$ cat config.mk
export PLATFORM = sky130hd
export DESIGN_NAME = pipeline_control
export DESIGN_NICKNAME = d
export VERILOG_FILES = /design/src/rtl/pipeline_pkg.sv /design/src/rtl/hazard_detect.sv /design/src/rtl/pipeline_control.sv
export SDC_FILE = /design/constraint.sdc
export NUM_CORES = 1
export LEC_CHECK = 0
export CELL_PAD_IN_SITES_DETAIL_PLACEMENT = 0
export CELL_PAD_IN_SITES_GLOBAL_PLACEMENT = 2
export CORE_ASPECT_RATIO = 2
export CORE_MARGIN = 1.5
export CORE_UTILIZATION = 26
export CTS_CLUSTER_DIAMETER = 40
export CTS_CLUSTER_SIZE = 40
export DETAILED_ROUTE_END_ITERATION = 10
export GPL_TIMING_DRIVEN = 1
export PLACE_DENSITY = 0.84
export SYNTH_ARGS = -nofsm -noshare
export SYNTH_HDL_FRONTEND = slang
export SYNTH_SLANG_ARGS = --single-unit
$ cat constraint.sdc
create_clock -name i_clk -period 1.73 [get_ports i_clk]
set_input_delay 0.346 -clock i_clk [delete_from_list [all_inputs] [get_ports i_clk]]
set_output_delay 0.346 -clock i_clk [all_outputs]
set_load 0.01 [all_outputs]
$ cat src/rtl/pipeline_pkg.sv
// Shared definitions for the MIPS pipeline sequencer: FSM state encodings and
// the default HALT drain length.
package pipeline_pkg;

  typedef enum logic [2:0] {
    ST_IDLE      = 3'd0,
    ST_RUN       = 3'd1,
    ST_STEP_WAIT = 3'd2,
    ST_STEP_EXEC = 3'd3,
    ST_DRAIN     = 3'd4,
    ST_HALTED    = 3'd5
  } state_t;

  localparam int DRAIN_DEFAULT = 3;

endpackage

$ cat src/rtl/hazard_detect.sv
// Combinational hazard priority: taken branch > load-use stall > jump.
// Produces raw requests; the sequencer gates them with the global enable.
module hazard_detect
  import pipeline_pkg::*;
#(
  parameter int RNBITS = 5
) (
  input  logic              idex_memread,
  input  logic [RNBITS-1:0] idex_rt,
  input  logic [RNBITS-1:0] ifid_rs,
  input  logic [RNBITS-1:0] ifid_rt,
  input  logic              jump,
  input  logic              branch_taken,
  output logic              stall_req,
  output logic              ifid_flush_req,
  output logic              idex_flush_req,
  output logic              exmem_flush_req
);

  logic load_use_s;

  // Register 0 is hardwired, so a load into it never creates a dependency
  assign load_use_s = idex_memread && (idex_rt != {RNBITS{1'b0}}) &&
                      ((idex_rt == ifid_rs) || (idex_rt == ifid_rt));

  // Resolve the three hazard sources into stall/flush requests by priority
  always_comb begin
    stall_req       = load_use_s & ~branch_taken;
    ifid_flush_req  = branch_taken | (jump & ~load_use_s);
    idex_flush_req  = branch_taken | load_use_s;
    exmem_flush_req = 1'b0;
  end

endmodule

$ cat src/rtl/pipeline_control.sv
// Central five-stage pipeline sequencer: run/step/drain/halt FSM, gated
// stall and flush strobes, and an enabled-cycle counter.
module pipeline_control
  import pipeline_pkg::*;
#(
  parameter int NBITS  = 32,
  parameter int RNBITS = 5,
  parameter int DRAIN  = DRAIN_DEFAULT
) (
  input  logic              i_clk,
  input  logic              i_reset,
  input  logic              i_Start,
  input  logic              i_StepMode,
  input  logic              i_Step,
  input  logic              i_IDEX_MemRead,
  input  logic [RNBITS-1:0] i_IDEX_Rt,
  input  logic [RNBITS-1:0] i_IFID_Rs,
  input  logic [RNBITS-1:0] i_IFID_Rt,
  input  logic              i_Jump,
  input  logic              i_BranchTaken,
  input  logic              i_IDEX_HALT,
  output logic              o_Enable,
  output logic              o_PCWrite,
  output logic              o_IFID_Write,
  output logic              o_IFID_Flush,
  output logic              o_IDEX_Flush,
  output logic              o_EXMEM_Flush,
  output logic              o_Halted,
  output logic [2:0]        o_State,
  output logic [NBITS-1:0]  o_Cycles
);

  localparam int DCW = (DRAIN > 1) ? $clog2(DRAIN) : 1;

  state_t           state_r, state_n_s;
  logic             step_mode_r;
  logic             drain_tick_r;
  logic [DCW-1:0]   drain_cnt_r;
  logic [NBITS-1:0] cycles_r;

  logic enable_s, drain_s, halted_s;
  logic stall_req_s, ifid_flush_req_s, idex_flush_req_s, exmem_flush_req_s;

  hazard_detect #(.RNBITS(RNBITS)) u_hazard (
    .idex_memread    (i_IDEX_MemRead),
    .idex_rt         (i_IDEX_Rt),
    .ifid_rs         (i_IFID_Rs),
    .ifid_rt         (i_IFID_Rt),
    .jump            (i_Jump),
    .branch_taken    (i_BranchTaken),
    .stall_req       (stall_req_s),
    .ifid_flush_req  (ifid_flush_req_s),
    .idex_flush_req  (idex_flush_req_s),
    .exmem_flush_req (exmem_flush_req_s)
  );

  // State register
  always_ff @(posedge i_clk or negedge i_reset) begin
    if (!i_reset) state_r <= ST_IDLE;
    else          state_r <= state_n_s;
  end

  // Next-state logic
  always_comb begin
    state_n_s = state_r;
    case (state_r)
      ST_IDLE:      if (i_Start) state_n_s = i_StepMode ? ST_STEP_WAIT : ST_RUN;
                    else         state_n_s = ST_IDLE;
      ST_RUN:       if (i_IDEX_HALT) state_n_s = ST_DRAIN;
                    else             state_n_s = ST_RUN;
      ST_STEP_WAIT: if (i_Step) state_n_s = ST_STEP_EXEC;
                    else        state_n_s = ST_STEP_WAIT;
      ST_STEP_EXEC: if (i_IDEX_HALT) state_n_s = ST_DRAIN;
                    else             state_n_s = ST_STEP_WAIT;
      ST_DRAIN:     if (enable_s && (drain_cnt_r == DCW'(DRAIN - 1))) state_n_s = ST_HALTED;
                    else                                              state_n_s = ST_DRAIN;
      ST_HALTED:    state_n_s = ST_HALTED;
      default:      state_n_s = ST_IDLE;
    endcase
  end

  // Output logic: enable per state, then hazard requests gated by enable
  always_comb begin
    enable_s = 1'b0;
    drain_s  = 1'b0;
    halted_s = 1'b0;
    case (state_r)
      ST_IDLE:      enable_s = 1'b0;
      ST_RUN:       enable_s = 1'b1;
      ST_STEP_WAIT: enable_s = 1'b0;
      ST_STEP_EXEC: enable_s = 1'b1;
      ST_DRAIN: begin
        // In step mode each drain cycle is released by an i_Step pulse
        enable_s = ~step_mode_r | drain_tick_r;
        drain_s  = 1'b1;
      end
      ST_HALTED:    halted_s = 1'b1;
      default:      enable_s = 1'b0;
    endcase

    if (drain_s) begin
      o_PCWrite     = 1'b0;
      o_IFID_Write  = 1'b0;
      o_IFID_Flush  = enable_s;
      o_IDEX_Flush  = 1'b0;
      o_EXMEM_Flush = 1'b0;
    end else begin
      o_PCWrite     = enable_s & ~stall_req_s;
      o_IFID_Write  = enable_s & ~stall_req_s;
      o_IFID_Flush  = enable_s & ifid_flush_req_s;
      o_IDEX_Flush  = enable_s & idex_flush_req_s;
      o_EXMEM_Flush = enable_s & exmem_flush_req_s;
    end
  end

  // Mode latch, drain counter, step-drain release and enabled-cycle counter
  always_ff @(posedge i_clk or negedge i_reset) begin
    if (!i_reset) begin
      step_mode_r  <= 1'b0;
      drain_tick_r <= 1'b0;
      drain_cnt_r  <= {DCW{1'b0}};
      cycles_r     <= {NBITS{1'b0}};
    end else begin
      if ((state_r == ST_IDLE) && i_Start) step_mode_r <= i_StepMode;
      else                                 step_mode_r <= step_mode_r;
      drain_tick_r <= (state_r == ST_DRAIN) && step_mode_r && i_Step && !drain_tick_r;
      if (state_r != ST_DRAIN) drain_cnt_r <= {DCW{1'b0}};
      else if (enable_s)       drain_cnt_r <= drain_cnt_r + DCW'(1);
      else                     drain_cnt_r <= drain_cnt_r;
      if (enable_s) cycles_r <= cycles_r + NBITS'(1);
      else          cycles_r <= cycles_r;
    end
  end

  assign o_Enable = enable_s;
  assign o_Halted = halted_s;
  assign o_State  = state_r;
  assign o_Cycles = cycles_r;

endmodule

Word level (Yosys, flattened, before mapping)
Cells that the tools add are included.

storage, ports and cells
  bits in registers = 39
  input bits = 24
  output and inout bits = 42
  logic and storage cells = 56

cells by class
  add/sub/neg operators = 2
  eq/ne operators = 9
  multiplexer cells = 15
  bitwise logic cells = 12
  reductions and logical operators = 13

operators with widths
  operator                 number
  $add A32 B1 Y32 const B  1
  $pmux W3 S6              1
  $eq A5 B5 Y1             2
  $mux W2                  4
  $logic_and A1 B1 Y1      7
  $mux W1                  7
  $eq A3 B2 Y1 const B     2
  $eq A3 B3 Y1 const B     2
  $mux W3                  2
  $and A1 B1 Y1            5
  $reduce_bool A5 Y1       1
  $not A1 Y1               4
  $eq A3 B1 Y1 const B     1
  $logic_not A3 Y1         1
  $ne A3 B3 Y1 const B     1
  $or A1 B1 Y1             3
  $add A2 B1 Y2 const B    1
  $eq A2 B2 Y1 const B     1
  $pmux W1 S2              1
  $reduce_bool A2 Y1       1
  $reduce_or A2 Y1         1
  $logic_not A1 Y1         1
  $logic_or A1 B1 Y1       1

Depth between registers and ports, before layout
Gate-level depths: netlist of the first run.

  depth after elaboration = 8
  gate-level depth with buffers = 6
  depth with buffers taken out = 5

By module
A second synthesis of the first run with hierarchy kept.

second synthesis, totals
  cell total of the unflattened synthesis = 197
  area total of the unflattened synthesis = 2,035.7 sq um

modules (own cells, without submodules)
  module            times used  cells each  area an instance (sq um)  seq. area each (sq um)
  pipeline_control  1           174         1,864.3                   975.9
  hazard_detect     1           23          171.4                     0.0

Worst setup path after synthesis of the first run
No wires, ideal clock.

  path kind = flip-flop to output port
  start point = reg state_r[1] (netlist: o_State[1])
  end point = out o_IFID_Flush
  arrival time = 1.537 ns
  data required time = 1.384 ns
  slack = -0.153 ns
  cell stages (with the launch flop) = 5
  path buffers = 0
  cells stage by stage = dfrtp_1 -> or3b_4 -> o21ai_4 -> o31ai_1 -> a31oi_1

on the way
  cells in the longest elaborated chain, start to end = 5
  elaborated cells on any way between the ends = 8
  classes of those cells = eq/ne (3); mux (3); bitwise (1); reduce/logical (1)

RTL lines
  element                                       line                     text
  from (decl)                                   pipeline_control.sv:35   state_t state_r, state_n_s;
  from (signal assigned)                        pipeline_control.sv:60   else state_r <= state_n_s;
  $eq A3 B2 Y1 or $eq A3 B1 Y1 (tied branches)  pipeline_control.sv:87   case (state_r)
  $reduce_or A2 Y1 (no source line)             n/a
  $pmux W1 S2 *                                 pipeline_control.sv:87
  net o_Enable                                  pipeline_control.sv:22   output logic o_Enable,
  $and A1 B1 Y1                                 pipeline_control.sv:110  o_IFID_Flush = enable_s & ifid_flush_req_s;
  $mux W1 *                                     pipeline_control.sv:101  if (drain_s) begin
  to (decl)                                     pipeline_control.sv:25   output logic o_IFID_Flush,

Mark *: on every way through the listed nets, which the timed path passes. The rest lies on a longest branch.

Final worst setup path of the first run
  start point = reg state_r[1] (netlist: o_State[1])
  end point = out o_IFID_Flush

on the way
  cells in the longest elaborated chain, start to end = 5
  elaborated cells on any way between the ends = 8
  classes of those cells = eq/ne (3); mux (3); bitwise (1); reduce/logical (1)

RTL lines
  element                                       line
  $eq A3 B2 Y1 or $eq A3 B1 Y1 (tied branches)  pipeline_control.sv:87
  $reduce_or A2 Y1 (no source line)             n/a
  $pmux W1 S2                                   pipeline_control.sv:87
  $and A1 B1 Y1                                 pipeline_control.sv:110
  $mux W1 *                                     pipeline_control.sv:101

Mark *: on every way between the ends. The rest lies on a longest branch, timed or not.

==> results of run 1 <==
## power by group
group | switching (mW) | internal [mW] | total, mW
registers | 0.112 | 1.05 | 1.17
clock network | 0.341 | 0.527 | 0.868
logic | 0.879 | 0.967 | 1.85
total | 1.33 | 2.55 | 3.88
## final timing paths
| check | slack, ps | to | depth (start not counted) |
|---|---|---|---|
| setup / recovery | -260 | o_IFID_Flush | 5 |
| hold / removal | 120 | o_Cycles[28] | 2 |
| hold reg to reg | 460 | o_Cycles[31] | 1 |
| max in group asynchronous | 1240 | o_State[1] | 2 |
| min in group i_clk | 460 | o_Cycles[31] | 1 |
| setup reg to reg | 70 | o_Cycles[1] | 5 |
## sequential cells by signal (all words and copies together), names as in the netlist
register,cells
o_State,3
drain_cnt_r,2
step_mode_r,1
o_Cycles,32
drain_tick_r,1
## layout make-up
cell class,instances,area share
timing repair buffer,95,0.249
sequential,39,0.285
tap,98,0.0358
multi-input combinational,148,0.380
inverter,10,0.0110
clock buffer,7,0.0387
## metrics by stage
| step | utilization | hold slack, ps | instance area, um2 | cells | setup TNS, ps |
|---|---|---|---|---|---|
| after floorplan | - | 50.4 | 2230 | 208 | -120 |
| after global placement | 0.381 | 435 | 3140 | 388 | -3770 |
| after detailed placement | 0.381 | 441 | 3140 | 388 | -3840 |
| after CTS | 0.398 | 137 | 3270 | 397 | -834 |
| after global routing | 0.416 | 173 | 3430 | 397 | -971 |
| final | 0.416 | 118 | 3430 | 397 | -706 |
## cells by family after synthesis
kind of cell / after synthesis / synth area share
flops: 39 / 0.442
simple gates: 86 / 0.259
fa+ha+maj: 2 / 0.0113
compound gates: 14 / 0.0544
xor+xnor: 42 / 0.167
buf+inv: 21 / 0.0504
mux: 3 / 0.0147
other cells: 1 / 0.00170
## worst reg2reg max path, stage by stage (launching register included)
cell	delay (ps)
dfrtp_2	400
or3b_4	420
o21ai_4	150
buf_6	110
buf_4	130
mux2_2	330
## metal layers
metal / share of wire / routed length, um / up-vias / GRT usage
met2: 0.60 / 3410 / 53 / 0.256
met5: 0 / 0 / - / 0
met3: 0.038 / 217 / 9 / 0.0287
met1: 0.34 / 1930 / 897 / 0.134
met4: 0.019 / 106 / 0 / 0.0556
li1: - / - / 902 / -
## placed cells by master, fill, tap and decap left out, types with 9 or more instances in the layout
cell | netlist | routed
nor3_1 | 10 | 9
buf_4 | 4 | 27
xor2_1 | 25 | 24
nor2_1 | 11 | 10
nand3_1 | 10 | 10
xnor2_1 | 17 | 13
nand2_1 | 13 | 13
clkdlybuf4s50_1 | 0 | 40
inv_1 | 10 | 10
dfrtp_1 | 39 | 38
## repair_timing
action | in CTS | in global routing
resized for setup | 58 | 31
setup endpoints to repair | 7 | 17
buffers inserted | 2 | 0
pin swaps | 19 | 13
==> flow_metrics.env, run 1 <==
export IMPL_die_w_um=68.2
export IMPL_cp_top_family="simple AND/OR/NAND/NOR gates"
export IMPL_cp_end_kind="primary output"
export IMPL_fmax_mhz=502
export IMPL_grt_max_degree=40
export IMPL_required_ps=1380
export IMPL_period_share=1.15
export IMPL_ys_top_cells_by_count="39 x dfrtp_1, 25 x xor2_1, 17 x xnor2_1"
export IMPL_postSynthCellCount=208
export IMPL_dp_hpwl_mm=4.29
export IMPL_drc=0
export IMPL_cts_inserted_buffers=5
export IMPL_status="finished, violations left"
export IMPL_nets=325
export IMPL_post_synth_top_count_cell="dfrtp_1"
export IMPL_cap_violations=0
export IMPL_syn_nets=234
export IMPL_cts_max_level=2
export IMPL_hold_class="primary input to async pin"
export IMPL_layout_area_overhead_vs_synth_pct=55.2
export IMPL_viasPerCell=4.69
export IMPL_synth_ff_type="dfrtp_1"
export IMPL_seq_area_frac_synth=0.442
export IMPL_die_y_um=133
export IMPL_grt_util_all_layers=0.135
export IMPL_ir_drop_v=0.000696
export IMPL_finalHoldViolCount=0
export IMPL_pre_cts_slack_ps=-910
export IMPL_die_area_mm2=0.00909
export IMPL_avgSynthCellArea_um2=10.6
export IMPL_rsz0062_at_grt="yes"
export IMPL_cts_root_buf="clkbuf_16"
export IMPL_setup_slack_ps=-262
export IMPL_total_power_mw=3.88
export IMPL_synth_top_area_share=0.442
export IMPL_synthArstFlopShare=1.00
export IMPL_initial_core_util=0.268
export IMPL_clk_pin_slew_ps=60
export IMPL_gp_congestion=0.729
export IMPL_io_buffers=64
export IMPL_post_route_cells_drive_above_1_share=0.278
export IMPL_ys_warn_count=0
export IMPL_first_iter_violations=48
export IMPL_crit_fanout=3
export IMPL_synth_cell_area_mm2=0.00221
export IMPL_cp_slowest_cell="or3b_4"
export IMPL_diodes=0
export IMPL_rows=47
export IMPL_clock_sink_count=39
export IMPL_multi_input_area_mm2=0.00130
export IMPL_start_kind="flip-flop"
export IMPL_critical_path_max_stage_delay_ps=420
export IMPL_first_pass_iters=4
export IMPL_power_per_cell_area_mw_per_mm2=1130
export IMPL_ctsHoldBuffers=0
export IMPL_ant_nets=0
export IMPL_clk_latency_ps=280
export IMPL_worstMarginPinSlew_ps=516
export IMPL_grt_pass1_wl_mm=9.23
export IMPL_finalSetupViolCount=5
export IMPL_vias=1861
export IMPL_synth_area_top_cells="dfrtp_1 44%, xor2_1 9.9%, xnor2_1 6.7%"
export IMPL_worst_path_buf_inv=1
export IMPL_routedWlPerCell_um=14.3
export IMPL_slew_limit_headroom=0.656
export IMPL_boundaryPins=66
export IMPL_yosysUniqueCellTypes=46
export IMPL_yosys_register_bits=39
export IMPL_crit_chain="or3b_4, o21ai_4, o31ai_1, a31oi_1, buf_2"
export IMPL_period_needed_ps=1990
export IMPL_cts_buffer_depth=2
export IMPL_skew_ps=4.50
export IMPL_antenna_found_initial=0
export IMPL_p_leak_nw=1.68
export IMPL_violations="setup timing"
export IMPL_overflow=0
export IMPL_register_area_um2=977
export IMPL_slew_viol_final=0
export IMPL_grt_pass1_vias=1947
export IMPL_yosys_area_top_type="dfrtp_1"
export IMPL_cp_arrival_ps=1650
export IMPL_rr_startpoint="o_State[1]"
export IMPL_cts_tree="done"
export IMPL_synth_edf_count=0
export IMPL_timing_critical_path_from="o_State[1]"
export IMPL_n_fill_cell=843
export IMPL_critical_path_class="flip-flop to primary output"
export IMPL_core_mm2=0.00823
export IMPL_drt_wl_total_mm=5.66
Note: power is estimated with default switching activity, not from simulation.
==> inputs of run 2 (changes only) <==
--- a/config.mk
+++ b/config.mk
@@ -10,6 +10,7 @@
 export CORE_ASPECT_RATIO = 2
 export CORE_MARGIN = 1.5
 export CORE_UTILIZATION = 26
+export CTS_BUF_LIST = sky130_fd_sc_hd__clkbuf_8 sky130_fd_sc_hd__clkbuf_16
 export CTS_CLUSTER_DIAMETER = 40
 export CTS_CLUSTER_SIZE = 40
 export DETAILED_ROUTE_END_ITERATION = 10
==> run 2 against run 1 <==
Net effect: the flow still finishes with violations (setup timing); design area is the same; wire length is essentially flat; sequential cell count is the same; worst hold slack is essentially flat; count of clock-buffer cells in the layout shrank 2; register-to-register slack is essentially flat; fmax is essentially flat; setup slack gained 0.73 ps; global-route usage is the same; critical path type unchanged; critical endpoint unchanged.
==> flow_metrics.env, run 2 (synthesis results as in run 1) <==
export IMPL_die_y_um=133
export IMPL_cts_inserted_buffers=5
export IMPL_setup_tns_ps=-704
export IMPL_cts_max_level=2
export IMPL_ant_nets=0
export IMPL_die_w_um=68.2
export IMPL_setup_slack_ps=-261
export IMPL_io_buffers=64
export IMPL_period_share=1.15
export IMPL_drt_wl_total_mm=5.66
export IMPL_clk_latency_ps=280
export IMPL_antenna_found_initial=0
export IMPL_clock_sink_count=39
export IMPL_ir_drop_v=0.000693
export IMPL_cts_buffer_depth=2
export IMPL_nets=325
export IMPL_finalSetupViolCount=5
export IMPL_dp_hpwl_mm=4.29
export IMPL_power_per_cell_area_mw_per_mm2=1130
export IMPL_p_leak_nw=1.69
export IMPL_viasPerCell=4.68
export IMPL_crit_chain="or3b_4, o21ai_4, o31ai_1, a31oi_1, buf_2"
export IMPL_boundaryPins=66
export IMPL_critical_path_max_stage_delay_ps=420
export IMPL_cp_top_family="simple AND/OR/NAND/NOR gates"
export IMPL_vias=1859
export IMPL_layout_commonest_cell="clkdlybuf4s50_1"
export IMPL_period_needed_ps=1990
export IMPL_slew_limit_headroom=0.656
export IMPL_violations="setup timing"
export IMPL_layout_area_overhead_vs_synth_pct=55.2
export IMPL_fmax_mhz=502
export IMPL_cp_arrival_ps=1650
export IMPL_initial_core_util=0.268
export IMPL_cp_slowest_cell="or3b_4"
export IMPL_hold_class="primary input to async pin"
export IMPL_first_iter_violations=48
export IMPL_drc=0
export IMPL_grt_max_degree=40
export IMPL_cap_violations=0
export IMPL_cp_end_kind="primary output"
export IMPL_status="finished, violations left"
export IMPL_worstMarginPinSlew_ps=516
export IMPL_critical_path_class="flip-flop to primary output"
export IMPL_cts_root_buf="clkbuf_16"
export IMPL_routedWlPerCell_um=14.3
export IMPL_first_pass_iters=4
export IMPL_rows=47
export IMPL_n_fill_cell=843
export IMPL_final_cell_mix="40 x clkdlybuf4s50_1, 38 x dfrtp_1, 27 x buf_4"
export IMPL_diodes=0
export IMPL_grt_util_all_layers=0.135
export IMPL_slew_viol_final=0
export IMPL_start_kind="flip-flop"
export IMPL_grt_pass1_wl_mm=9.23
export IMPL_die_area_mm2=0.00909
export IMPL_crit_fanout=3
export IMPL_largest_reg_flops=32
export IMPL_overflow=0
export IMPL_grt_pass1_vias=1947
export IMPL_finalHoldViolCount=0
export IMPL_gp_congestion=0.729
export IMPL_skew_ps=3.80
export IMPL_core_mm2=0.00823
export IMPL_post_route_cells_drive_above_1_share=0.278
export IMPL_holdWs_ps=118
export IMPL_worst_path_buf_inv=1
export IMPL_cts_tree="done"
export IMPL_required_ps=1380
export IMPL_rsz0062_at_grt="yes"
export IMPL_clk_pin_slew_ps=60
run 2: changes by cell type in the layout (fill, tap and decap cells not counted), sizes merged:
cell | previous run | this run
clkbuf | 9 | 7
inv | 10 | 12
run 2: final cells by class:
class	count	area (um2)	area share
flip-flops and latches	39	977	0.285
inverters	10	37.5	0.0110
repair buffers	95	855	0.249
clock buffers	5	125	0.0365
well taps	98	123	0.0358
multi-input cells	148	1300	0.380
clock inverters	2	7.51	0.00219
run 2: path summary, 6_finish.rpt:
check                        startpoint            to  slack [ps]  depth (start not counted)
max                          o_State[1]  o_IFID_Flush        -260                          5
min                             i_reset  o_Cycles[28]         120                          2
max reg2reg                  o_State[1]   o_Cycles[1]          70                          5
min reg2reg                o_Cycles[31]  o_Cycles[31]         460                          1
max in group asynchronous       i_reset    o_State[1]        1230                          2
min in group i_clk         o_Cycles[31]  o_Cycles[31]         460                          1
run 2: routing by layer:
metal	track usage	wire [um]	share of wire	vias up
li1	-	-	-	902
met1	0.134	1930	0.34	895
met2	0.256	3410	0.60	53
met3	0.0287	217	0.038	9
met4	0.0556	106	0.019	0
met5	0	0	0	-
run 2: where the power goes:
| group | total, mW | internal, mW | switching [mW] |
|---|---|---|---|
| clock network | 0.855 | 0.515 | 0.340 |
| registers | 1.17 | 1.05 | 0.112 |
| logic | 1.85 | 0.967 | 0.879 |
run 2: per-stage QoR:
step | worst slack, ps | instance area [um2] | utilization | power (mW) | instances
6_report | -261 | 3430 | 0.416 | 3.87 | 397
5_1_grt | -299 | 3430 | 0.416 | 4.12 | 397
4_1_cts | -259 | 3270 | 0.398 | 3.83 | 397
3_5_place_dp | -910 | 3140 | 0.381 | 2.91 | 388
3_3_place_gp | -895 | 3140 | 0.381 | 2.89 | 388
2_1_floorplan | -112 | 2230 | - | 2.06 | 208
run 2: timing repair:
action / CTS / global route
pin swaps: 19 / 13
endpoints found under the hold margin: 0 / 0
setup buffers: 2 / 0
endpoints found under the setup margin: 7 / 17
hold buffers: 0 / 0
resized for setup: 58 / 31
==> RTL edit (settings of run 2) <==
`NBITS`: 32 -> 64.
--- a/src/rtl/pipeline_control.sv
+++ b/src/rtl/pipeline_control.sv
@@ -4,5 +4,5 @@
   import pipeline_pkg::*;
 #(
-  parameter int NBITS  = 32,
+  parameter int NBITS  = 64,
   parameter int RNBITS = 5,
   parameter int DRAIN  = DRAIN_DEFAULT
Interface: changed (resized o_Cycles); port bits go from 66 to 98. The function was not compared with the original's and may differ.
==> RTL edit against run 2 <==
The flow still finishes with violations (negative setup slack); sequential cell count up 32; final area up 81%; utilization up 4.6 points; clock power rose to 2.7 times the old value; synthesized area up 63%; wire length up 85%; sequential share of layout area up 0.18 points; sequential power up 60%; worst setup slack better by 0.10 ns; total power up 51%; fmax up 5.5%; critical endpoint is now o_Cycles[12]; largest cell class unchanged.
==> RTL edit: results (changes against run 2) <==
| Metric | Value |
|---|---|
| Outcome | finished with violations |
| Failing checks | negative setup slack |
| Met2 usage | 0.300 (+0.0439) |
| Num CTS Buffers | 9 (+4) |
| GRT Overall Usage | 0.151 (+0.0157) |
| Clk root buf | clkbuf_16 |
| P_leak | 0.00336 uW (+99%) |
| Drt via density | 4.67 (-0.24%) |
| Post-Syn Nets | 367 (+57%) |
| Setup-failing EPs final | 37 (+32) |
| Hold slack | 0.0426 ns (-0.0758 ns) |
| Gpl congestion | 0.797 (+9.4%) |
| RR Endpoint | o_Cycles[12] |
| Origin of the critical flop-to-flop path | o_State[1] |
| Asr flop ratio synth | 1.00 (unchanged) |
| Vias in the first global route | 3438 (+77%) |
| Skew-Pair Late Insertion Delay | 0.33 ns (+0.05 ns) |
| Htree depth | 3 (+1) |
| CP max FO | 3 (unchanged) |
| Ys Warns | 0 (unchanged) |
| CTS Buffer Depth | 2 (unchanged) |
| Clk slew on worst S/H paths | 0.06 ns (about the same) |
| Port Buffers | 96 (+50%) |
| Clock skew | 0.00853 ns (+0.00473 ns) |
| Sequential area share after synthesis | 0.494 (+0.0525) |
| Placement Setup Slack | -0.974 ns (-0.0638 ns) |
| Largest register FFs | 64 (+100%) |
| Max rail drop VDD | 0.675 mV (-2.6%) |
| Fraction of power spent switching nets | 0.272 (-0.0726) |
| Worst Path Required | 1.94 ns (+0.56 ns) |
| Dpl hpwl | 7.89 mm (+84%) |
| NumNets Final | 557 (+71%) |
| Routing usage on met3 | 0.0287 (about the same) |
| Wire per inst | 15.2 um (+6.5%) |
| Share of post-route cells with drive strength above 1 | 0.349 (+0.0713) |
| Ant diodes | 0 (unchanged) |
| Synth area leaders | dfrtp_1, xnor2_1, xor2_1 |
| Largest net degree at the start of global routing | 72 (+80%) |
| R2R depth | 6 (+1) |
| Synth top cells by count | dfrtp_1, xnor2_1, xor2_1 |
| CP max stage cell | or3b_4 |
| Hold crit path type | in2async |
| Crit-path max cell delay | 0.42 ns (about the same) |
| Met1 Resource Use GR | 0.154 (+0.0196) |
| Worst setup margin | -0.158 ns (+0.103 ns) |
| Post-synth cell types | 44 (-4.3%) |
| Global-route wire length before repair | 17.2 mm (+86%) |
| Initial antenna violation count | 0 (unchanged) |
| Fillers | 1265 (+50%) |
| Pre-antenna DRT Iters | 4 (unchanged) |
| DR iter-0 viols | 73 (+52%) |
-- RTL edit: cell types whose count changed in the layout (fill, tap and decap cells not counted), moves of 9 or more --
cell and delta:
xnor2_1 +28, buf_4 +53, nand4_1 +16, dfrtp_1 +29, nand3_2 +9, dlymetal6s2s_1 +23, nor2_1 +9, nand2_1 +9
-- RTL edit: kinds of logic (layout without fill, tap and decap cells) --
group / Yosys count / in the layout / share of synthesized area
muxes: 3 / 3 / 0.00905
DFF: 71 / 71 / 0.494
AOI/OAI and AO/OA: 14 / 14 / 0.0251
other: 1 / 1 / 0.00104
and+or+nand+nor: 155 / 155 / 0.255
buffers and inverters: 21 / 216 / 0.0282
xor gates and xnor gates: 74 / 74 / 0.180
adders and majority gates: 2 / 2 / 0.00696
-- RTL edit: area by class of cell --
| class | instances | area share |
|---|---|---|
| clock buffers | 10 | 0.0385 |
| clock inverters | 6 | 0.0214 |
| inverters | 11 | 0.00665 |
| multi-input cells | 249 | 0.332 |
| flip-flops and latches | 71 | 0.287 |
| well taps | 155 | 0.0312 |
| repair buffers | 189 | 0.283 |
-- RTL edit: metal layers --
layer | vias to the layer above | share of wire | wire (um)
li1 | 1561 | - | -
met2 | 87 | 0.59 | 6210
met3 | 13 | 0.038 | 397
met5 | - | 0 | 0
met1 | 1567 | 0.36 | 3730
met4 | 0 | 0.015 | 159
-- RTL edit: power groups by stage --
stage	Sequential (uW)	Combinational, uW	Clock, uW
global placement	1890	1610	0
floorplan	1990	661	0
detailed placement	1890	1630	0
finish	1870	1690	2290
global route	1890	1820	2420
CTS	1870	1660	2350
-- RTL edit: worst max-delay path by stage --
stage            startpoint            to  slack [ns]
6_report         o_State[1]  o_Cycles[12]       -0.16
5_1_grt          o_State[0]  o_Cycles[35]       -0.22
4_1_cts          o_State[0]  o_IFID_Flush       -0.19
3_5_place_dp   i_IDEX_Rt[2]  o_IDEX_Flush       -0.97
3_3_place_gp   i_IDEX_Rt[3]  o_IFID_Flush       -0.87
2_1_floorplan    o_State[1]  o_Cycles[12]       -0.06
-- RTL edit: timing repair --
action | CTS | global route
setup endpoints to repair | 67 | 89
gates cloned | 0 | 0
gates resized for setup | 100 | 60
pin swaps | 26 | 35
setup buffers | 6 | 3
-- RTL edit: metrics by stage --
stage          setup TNS [ns]  cell area (um2)  std cells   util
2_1_floorplan          -0.329             3640        341      -
3_3_place_gp            -9.03             5390        666  0.401
3_5_place_dp           -11.74             5390        666  0.401
4_1_cts                 -4.25             5980        688  0.445
5_1_grt                 -6.99             6210        691  0.462
6_report                -2.71             6210        691  0.462
-- RTL edit: critical path, delay by kind of cell, from the launching register on --
family                    cells  cell delay, ns
DFF                           1            0.40
and+or+nand+nor               3            0.88
buffers and inverters         1            0.17
xor gates and xnor gates      1            0.14
AOI/OAI and AO/OA             1            0.19
